File: config.mk
export PLATFORM = sky130hd
export DESIGN_NAME = instr_fetch
export DESIGN_NICKNAME = d
export VERILOG_FILES = /design/src/rtl/instr_fetch.sv
export SDC_FILE = /design/constraint.sdc
export NUM_CORES = 1
export LEC_CHECK = 0
export CELL_PAD_IN_SITES_DETAIL_PLACEMENT = 0
export CELL_PAD_IN_SITES_GLOBAL_PLACEMENT = 1
export CORE_MARGIN = 1
export CORE_UTILIZATION = 39
export DETAILED_ROUTE_END_ITERATION = 16
export GPL_TIMING_DRIVEN = 0
export PLACE_DENSITY = 0.88
export SYNTH_ARGS = -nofsm -noshare
export SYNTH_HDL_FRONTEND = slang
export SYNTH_SLANG_ARGS = --single-unit
File: constraint.sdc
create_clock -name clk -period 3.7 [get_ports clk]
set_clock_uncertainty 0.15 [all_clocks]
set_input_delay 1.11 -clock clk [delete_from_list [all_inputs] [get_ports clk]]
set_output_delay 1.11 -clock clk [all_outputs]
set_load 0.01 [all_outputs]
File: src/rtl/instr_fetch.sv
// instr_fetch: single-outstanding instruction fetch unit with branch redirect (define IF_PERF_CNT_EN to add the fetch_count accept counter)
module instr_fetch #(
    parameter logic [63:0] RESET_PC = 64'h0
) (
    input  logic        clk,
    input  logic        rst_n,
    output logic        imem_req,
    output logic [63:0] imem_addr,
    input  logic        imem_ack,
    input  logic [31:0] imem_rdata,
    input  logic        branch_taken,
    input  logic [63:0] branch_target,
    output logic        instr_valid,
    input  logic        instr_ready,
    output logic [31:0] instruction,
    output logic [63:0] instr_pc
`ifdef IF_PERF_CNT_EN
    ,
    output logic [31:0] fetch_count
`endif
);
    typedef enum logic [1:0] {FETCH = 2'd0, HOLD = 2'd1, DRAIN = 2'd2} state_e;

    state_e      state_q, state_d;
    logic [63:0] pc_q, pc_d;
    logic [63:0] drain_addr_q, drain_addr_d;
    logic [63:0] instr_pc_q, instr_pc_d;
    logic [31:0] instr_q, instr_d;
    logic        valid_q, valid_d;
    logic [63:0] redirect_pc;

    assign redirect_pc = branch_target & ~64'h3;

    // state register
    always_ff @(posedge clk or negedge rst_n) begin
        if (!rst_n) state_q <= FETCH;
        else        state_q <= state_d;
    end

    // next state: a redirect without ack must wait out the in-flight request in DRAIN
    always_comb begin
        state_d = state_q;
        case (state_q)
            FETCH:   state_d = branch_taken ? (imem_ack ? FETCH : DRAIN) : (imem_ack ? HOLD : FETCH);
            HOLD:    state_d = (branch_taken || instr_ready) ? FETCH : HOLD;
            DRAIN:   state_d = imem_ack ? FETCH : DRAIN;
            default: state_d = FETCH;
        endcase
    end

    // memory request outputs: DRAIN keeps presenting the abandoned request's address
    always_comb begin
        imem_req  = state_q != HOLD;
        imem_addr = state_q == DRAIN ? drain_addr_q : pc_q;
    end

    // datapath next values: redirect has priority over ack and ready
    always_comb begin
        pc_d         = pc_q;
        drain_addr_d = drain_addr_q;
        instr_d      = instr_q;
        instr_pc_d   = instr_pc_q;
        valid_d      = valid_q;
        if (branch_taken) begin
            pc_d    = redirect_pc;
            valid_d = 1'b0;
            if (state_q == FETCH && !imem_ack) drain_addr_d = pc_q;
        end else if (state_q == FETCH && imem_ack) begin
            instr_d    = imem_rdata;
            instr_pc_d = pc_q;
            pc_d       = pc_q + 64'd4;
            valid_d    = 1'b1;
        end else if (state_q == HOLD && instr_ready) begin
            valid_d = 1'b0;
        end
    end

    // datapath registers
    always_ff @(posedge clk or negedge rst_n) begin
        if (!rst_n) begin
            pc_q         <= RESET_PC;
            drain_addr_q <= RESET_PC;
            instr_q      <= 32'h0;
            instr_pc_q   <= 64'h0;
            valid_q      <= 1'b0;
        end else begin
            pc_q         <= pc_d;
            drain_addr_q <= drain_addr_d;
            instr_q      <= instr_d;
            instr_pc_q   <= instr_pc_d;
            valid_q      <= valid_d;
        end
    end

    assign instr_valid = valid_q;
    assign instruction = instr_q;
    assign instr_pc    = instr_pc_q;

`ifdef IF_PERF_CNT_EN
    logic [31:0] fetch_count_q;

    // count words handed to the decoder, wrapping naturally at 2^32
    always_ff @(posedge clk or negedge rst_n) begin
        if (!rst_n)                       fetch_count_q <= 32'h0;
        else if (valid_q && instr_ready)  fetch_count_q <= fetch_count_q + 32'd1;
    end

    assign fetch_count = fetch_count_q;
`endif
endmodule

# Word-level counts from Yosys, hierarchy flattened
# Index checks and enable logic that the tools add are counted.
[totals] reg_bits=227 latch_bits=0 ram_bits=0 mem_bits_ro=0 output_inout_bits=162 mem_count=0
[op_classes] addsub=1 mul=0 div_mod_pow=0 magnitude_cmp=0 eq_ne=3 shift=0 mux=11 bitwise=1 n_reduce_logical=10
[op_table] cell="$mux W64" n=3
[op_table] cell="$add A64 B3 Y64 const B" n=1
[op_table] cell="$pmux W2 S3" n=1
[op_table] cell="$mux W1" n=5
[op_table] cell="$mux W2" n=2
[op_table] cell="$reduce_and A2 Y1" n=2
[op_table] cell="$logic_and A1 B1 Y1" n=3
[op_table] cell="$reduce_bool A3 Y1" n=1
[op_table] cell="$eq A2 B1 Y1 const B" n=1
[op_table] cell="$eq A2 B2 Y1 const B" n=1
[op_table] cell="$logic_not A2 Y1" n=1
[op_table] cell="$ne A2 B1 Y1 const B" n=1
[op_table] cell="$reduce_bool A2 Y1" n=1
[op_table] cell="$logic_not A1 Y1" n=1
[op_table] cell="$logic_or A1 B1 Y1" n=1
[op_table] cell="$not A1 Y1" n=1

# Longest topological paths before layout
[logic_depth] depth_word=5 mapped_depth=8 ltp_nobuf=6

# Worst setup path after synthesis
# Ideal clock, no wire load.
[synth_path] path_type="input -> register" from="input imem_ack" to="register pc_q[59]" setup_ps=82 arrival_time_ps=3179 setup_slack_ps=289 stages=6 cell_sequence="or3b_4 or4_4 or4b_1 buf_2 or3_1 a31oi_1"
[synth_between] elab_chain_cells=2
[synth_lines] element="start: declaration" line="9" source="input logic imem_ack,"
[synth_lines] element="$logic_and A1 B1 Y1" line="68" source="end else if (state_q == FETCH && imem_ack) begin"
[synth_lines] element="$reduce_bool A2 Y1 (no source line)"
[synth_lines] element="end signal: assignment" line="87" source="pc_q <= pc_d;"
[synth_lines] element="end: declaration" line="25" source="logic [63:0] pc_q, pc_d;"
# No other way between the ends.
# A chain may end at the register's enable or synchronous reset.

# Worst setup path after layout
[layout_path] from="register state_q[0]" to="output imem_addr[4]"
[layout_between] elab_chain_cells=2
[layout_lines] element="start: declaration" line="24" source="state_e state_q, state_d;"
[layout_lines] element="start signal: assignment" line="37" source="else state_q <= state_d;"
[layout_lines] element="$eq A2 B2 Y1" line="54" source="imem_addr = state_q == DRAIN ? drain_addr_q : pc_q;"
[layout_lines] element="$mux W64" line="54"
[layout_lines] element="end: declaration" line="8" source="output logic [63:0] imem_addr,"
# No other way between the ends.

==> flow_metrics.tcl <==
set metrics [dict create \
    clkPwrFrac_pct 33.0 \
    cts_root_buf "clkbuf_16" \
    syn-cell-area_mm2 0.0104 \
    antenna_found_initial 2 \
    yosysUniqueCellTypes 44 \
    worstPathMaxFanout 9 \
    synth_area_leaders "dfrtp_1, mux2_2, o21ai_0, nand2_1, xnor2_1" \
    wl_per_cell_um 19.5 \
    synth_edf_count 0 \
    ios 263 \
    yosysWarnings 0 \
    num_rows 59 \
    drt_pass1_iterations 5 \
    dpl.cell_count 1474 \
    overflow 0 \
    die_h_um 165 \
    clock_latency_ns 0.53 \
    switchingPower_mw 2.14 \
    power.density_mw_per_mm2 550 \
    postCtsHoldBufs 0 \
    drt_iter0_drc 526 \
    ys_seq_area_share_pct 53.2 \
    synth-main-ff-cell "dfrtp_1" \
    final-instance-count-excl-fill 1523 \
    drv_slew 0 \
    clk_pin_slew_ns 0.06 \
    core_mm2 0.0261 \
    fin_crit_ns 3.61 \
    hp-class "flip-flop to flip-flop" \
    start_util_pct 39.9 \
    crit_buf_inv 4 \
    die_area_mm2 0.0273 \
    power.internal_mw 5.84 \
    setup_slack_ns 0.0895 \
    cts_sinks 221 \
    wl_met2_um 14600 \
    tightestPinTransition_ns 1.31 \
    nNetsFinal 1271 \
    top_layer_used "met4" \
    ant_nets 0 \
    cp-start-kind "flip-flop" \
    sw_frac_of_total_pct 26.8 \
    ys_ff_latch 221 \
    port_buffers 256 \
    grt_max_degree 112 \
    dp_hpwl_um 21400 \
    syn2layout_area_growth_pct 39.7 \
    avgSynthCellArea_um2 11.8 \
    cp_data_required_time_ns 2.44 \
    vias 7978 \
    crit_chain "buf_2 > nor2b_4 > buf_12 > buf_4 > mux2_2 > clkdlybuf4s50_1" \
    outcome "complete, no violations" \
    yosys.area.top_type "dfrtp_1" \
    cts_tree "built" \
    cp.arrival_ns 2.35 \
    cap_violations 0 \
    wl_met1_um 12400 \
    postLayoutCellArea_mm2 0.0145 \
    ir_drop_mv 0.414 \
    yosysTopAreaCellShare_pct 53.2 \
    fmax_ghz 0.277 \
    syn_inst 878 \
    die_w_um 165 \
    hold_viol 0 \
    drive_gt1_share_pct 24.8 \
    wl_um 29700 \
    htree_levels 1 \
    synth_top_cells_by_count "dfrtp_1, mux2_2, nand2_1, clkbuf_1, o21ai_0" \
    clockBufferDepth 3 \
    first_global_vias 7930 \
    place_area_mm2 0.0134 \
    gp_congestion 0.761 \
    cp-end-kind "output pin" \
    finalCritPeriodShare_pct 97.6 \
    slowest_delay_ns 0.49 \
    route.met3.wl_um 2230 \
    p_seq_share_pct 40.8 \
    synth_most_common_cell "dfrtp_1" \
    power_frac_comb_pct 26.2 \
    setup_viol 0 \
    grt_pass1_wl_um 45300 \
    drt-vias-per-instance 5.24 \
    track_usage_pct 21.6 \
    worstSetupPathType "flip-flop to output pin" \
    drt_drc_violations_left 0 \
    cp_slowest_cell "clkdlybuf4s50_1" \
    relSlewSlack_pct 11.6 \
    p_leak_nw 6.04 \
    pre_cts_ws_ns -1.01 \
    path_delay_family "buffers and inverters" \
    numCtsBuffers 25 \
    async_reset_ff_share_pct 100 \
]
==> power groups by stage <==
stage / Combinational, mW / Sequential, mW / Clock (mW)
after floorplan: 0.864 / 3.34 / 0
after global placement: 2.07 / 3.27 / 0
after detailed placement: 2.11 / 3.30 / 0
after CTS: 2.13 / 3.26 / 2.70
after global routing: 2.25 / 3.33 / 2.80
final: 2.09 / 3.26 / 2.64
==> layout by cell type (no fill, tap or decap), types with 7 or more instances in the layout <==
| cell | Yosys | routed |
|---|---|---|
| dfrtp_1 | 221 | 221 |
| mux2_2 | 216 | 216 |
| clkdlybuf4s50_1 | 0 | 209 |
| nand2_1 | 75 | 75 |
| o21ai_0 | 59 | 59 |
| clkbuf_1 | 59 | 49 |
| dlymetal6s2s_1 | 0 | 35 |
| xnor2_1 | 29 | 29 |
| nand4_1 | 26 | 26 |
| clkbuf_16 | 0 | 26 |
| nor2_1 | 23 | 23 |
| nand3_1 | 20 | 20 |
| nor4_1 | 19 | 18 |
| nor3_1 | 16 | 16 |
| xor2_1 | 15 | 15 |
| or3_1 | 14 | 14 |
| a31oi_1 | 13 | 13 |
| dlygate4sd2_1 | 0 | 11 |
| or4_1 | 10 | 10 |
| clkbuf_8 | 0 | 9 |
| buf_4 | 4 | 8 |
| clkbuf_2 | 0 | 7 |
| and4_1 | 7 | 7 |
==> per-layer routing <==
metal	vias to the layer above	global-route usage, %
li1	3726	-
met2	255	36.0
met1	3965	28.0
met4	0	5.17
met5	-	0
met3	32	5.44
==> timing repair <==
action	4_1_cts	5_1_grt
hold endpoints to repair	0	0
cloned	0	0
setup endpoints to repair	122	65
gates resized for setup	38	42
buffers inserted	1	2
==> flip-flops by register name, indices dropped and copies added (netlist names) <==
| register | cells |
|---|---|
| pc_q | 62 |
| drain_addr_q | 62 |
| instr_pc | 62 |
| instr_valid | 1 |
| instruction | 32 |
| state_q | 2 |
==> path summary, 6_finish.rpt <==
path | end | from | slack, ns | cells after the start
worst max-delay path | imem_addr[4] | state_q[0]$_DFF_PN0_ | 0.09 | 6
worst min-delay path | instruction[10]$_DFFE_PN0P_ | instruction[10]$_DFFE_PN0P_ | 0.35 | 1
worst max register to register | pc_q[58]$_DFFE_PN0P_ | pc_q[17]$_DFFE_PN0P_ | 0.46 | 7
worst min register to register | instruction[10]$_DFFE_PN0P_ | instruction[10]$_DFFE_PN0P_ | 0.35 | 1
max in group asynchronous | instruction[27]$_DFFE_PN0P_ | rst_n | 1.85 | 2
min in group asynchronous | instr_pc[38]$_DFFE_PN0P_ | rst_n | 0.49 | 1
==> final cells by class <==
class	instances	area, um^2
Multi-Input combinational cell	583	4570
Fill cell	2214	11500
Tap cell	335	419
Clock inverter	11	166
Sequential cell	221	5530
Clock buffer	34	719
Antenna cell	1	2.50
Inverter	4	15.0
Buffer	73	393
Timing Repair Buffer	261	2700
==> worst register-to-register path: cells and delay by family (launching register included) <==
kind / cells / cell delay (ns)
buffers and inverters: 2 / 0.67
AND/OR/NAND/NOR: 4 / 1.86
flip-flops: 1 / 0.32
AO/OA/AOI/OAI: 1 / 0.20
==> cell families after synthesis <==
logic type	Yosys count	synth area share, %
simple gates	236	12.1
flops	221	53.2
mux	218	23.6
compound gates	80	4.18
buf+inv	77	3.05
xor+xnor	44	3.71
fa+ha+maj	1	0.120
other cells	1	0.0361
==> metrics by stage <==
stage | setup TNS, ns | utilization (%) | hold slack, ns | total power, mW
after floorplan | 0 | - | 0.325 | 4.20
after global placement | -1936.38 | 51.4 | 0.334 | 5.34
after detailed placement | -78.96 | 51.5 | 0.341 | 5.41
after CTS | -1.38 | 55.2 | 0.355 | 8.09
after global routing | -0.0142 | 55.7 | 0.360 | 8.38
final | 0 | 55.7 | 0.353 | 7.98
(Power assumes the default switching activity.)
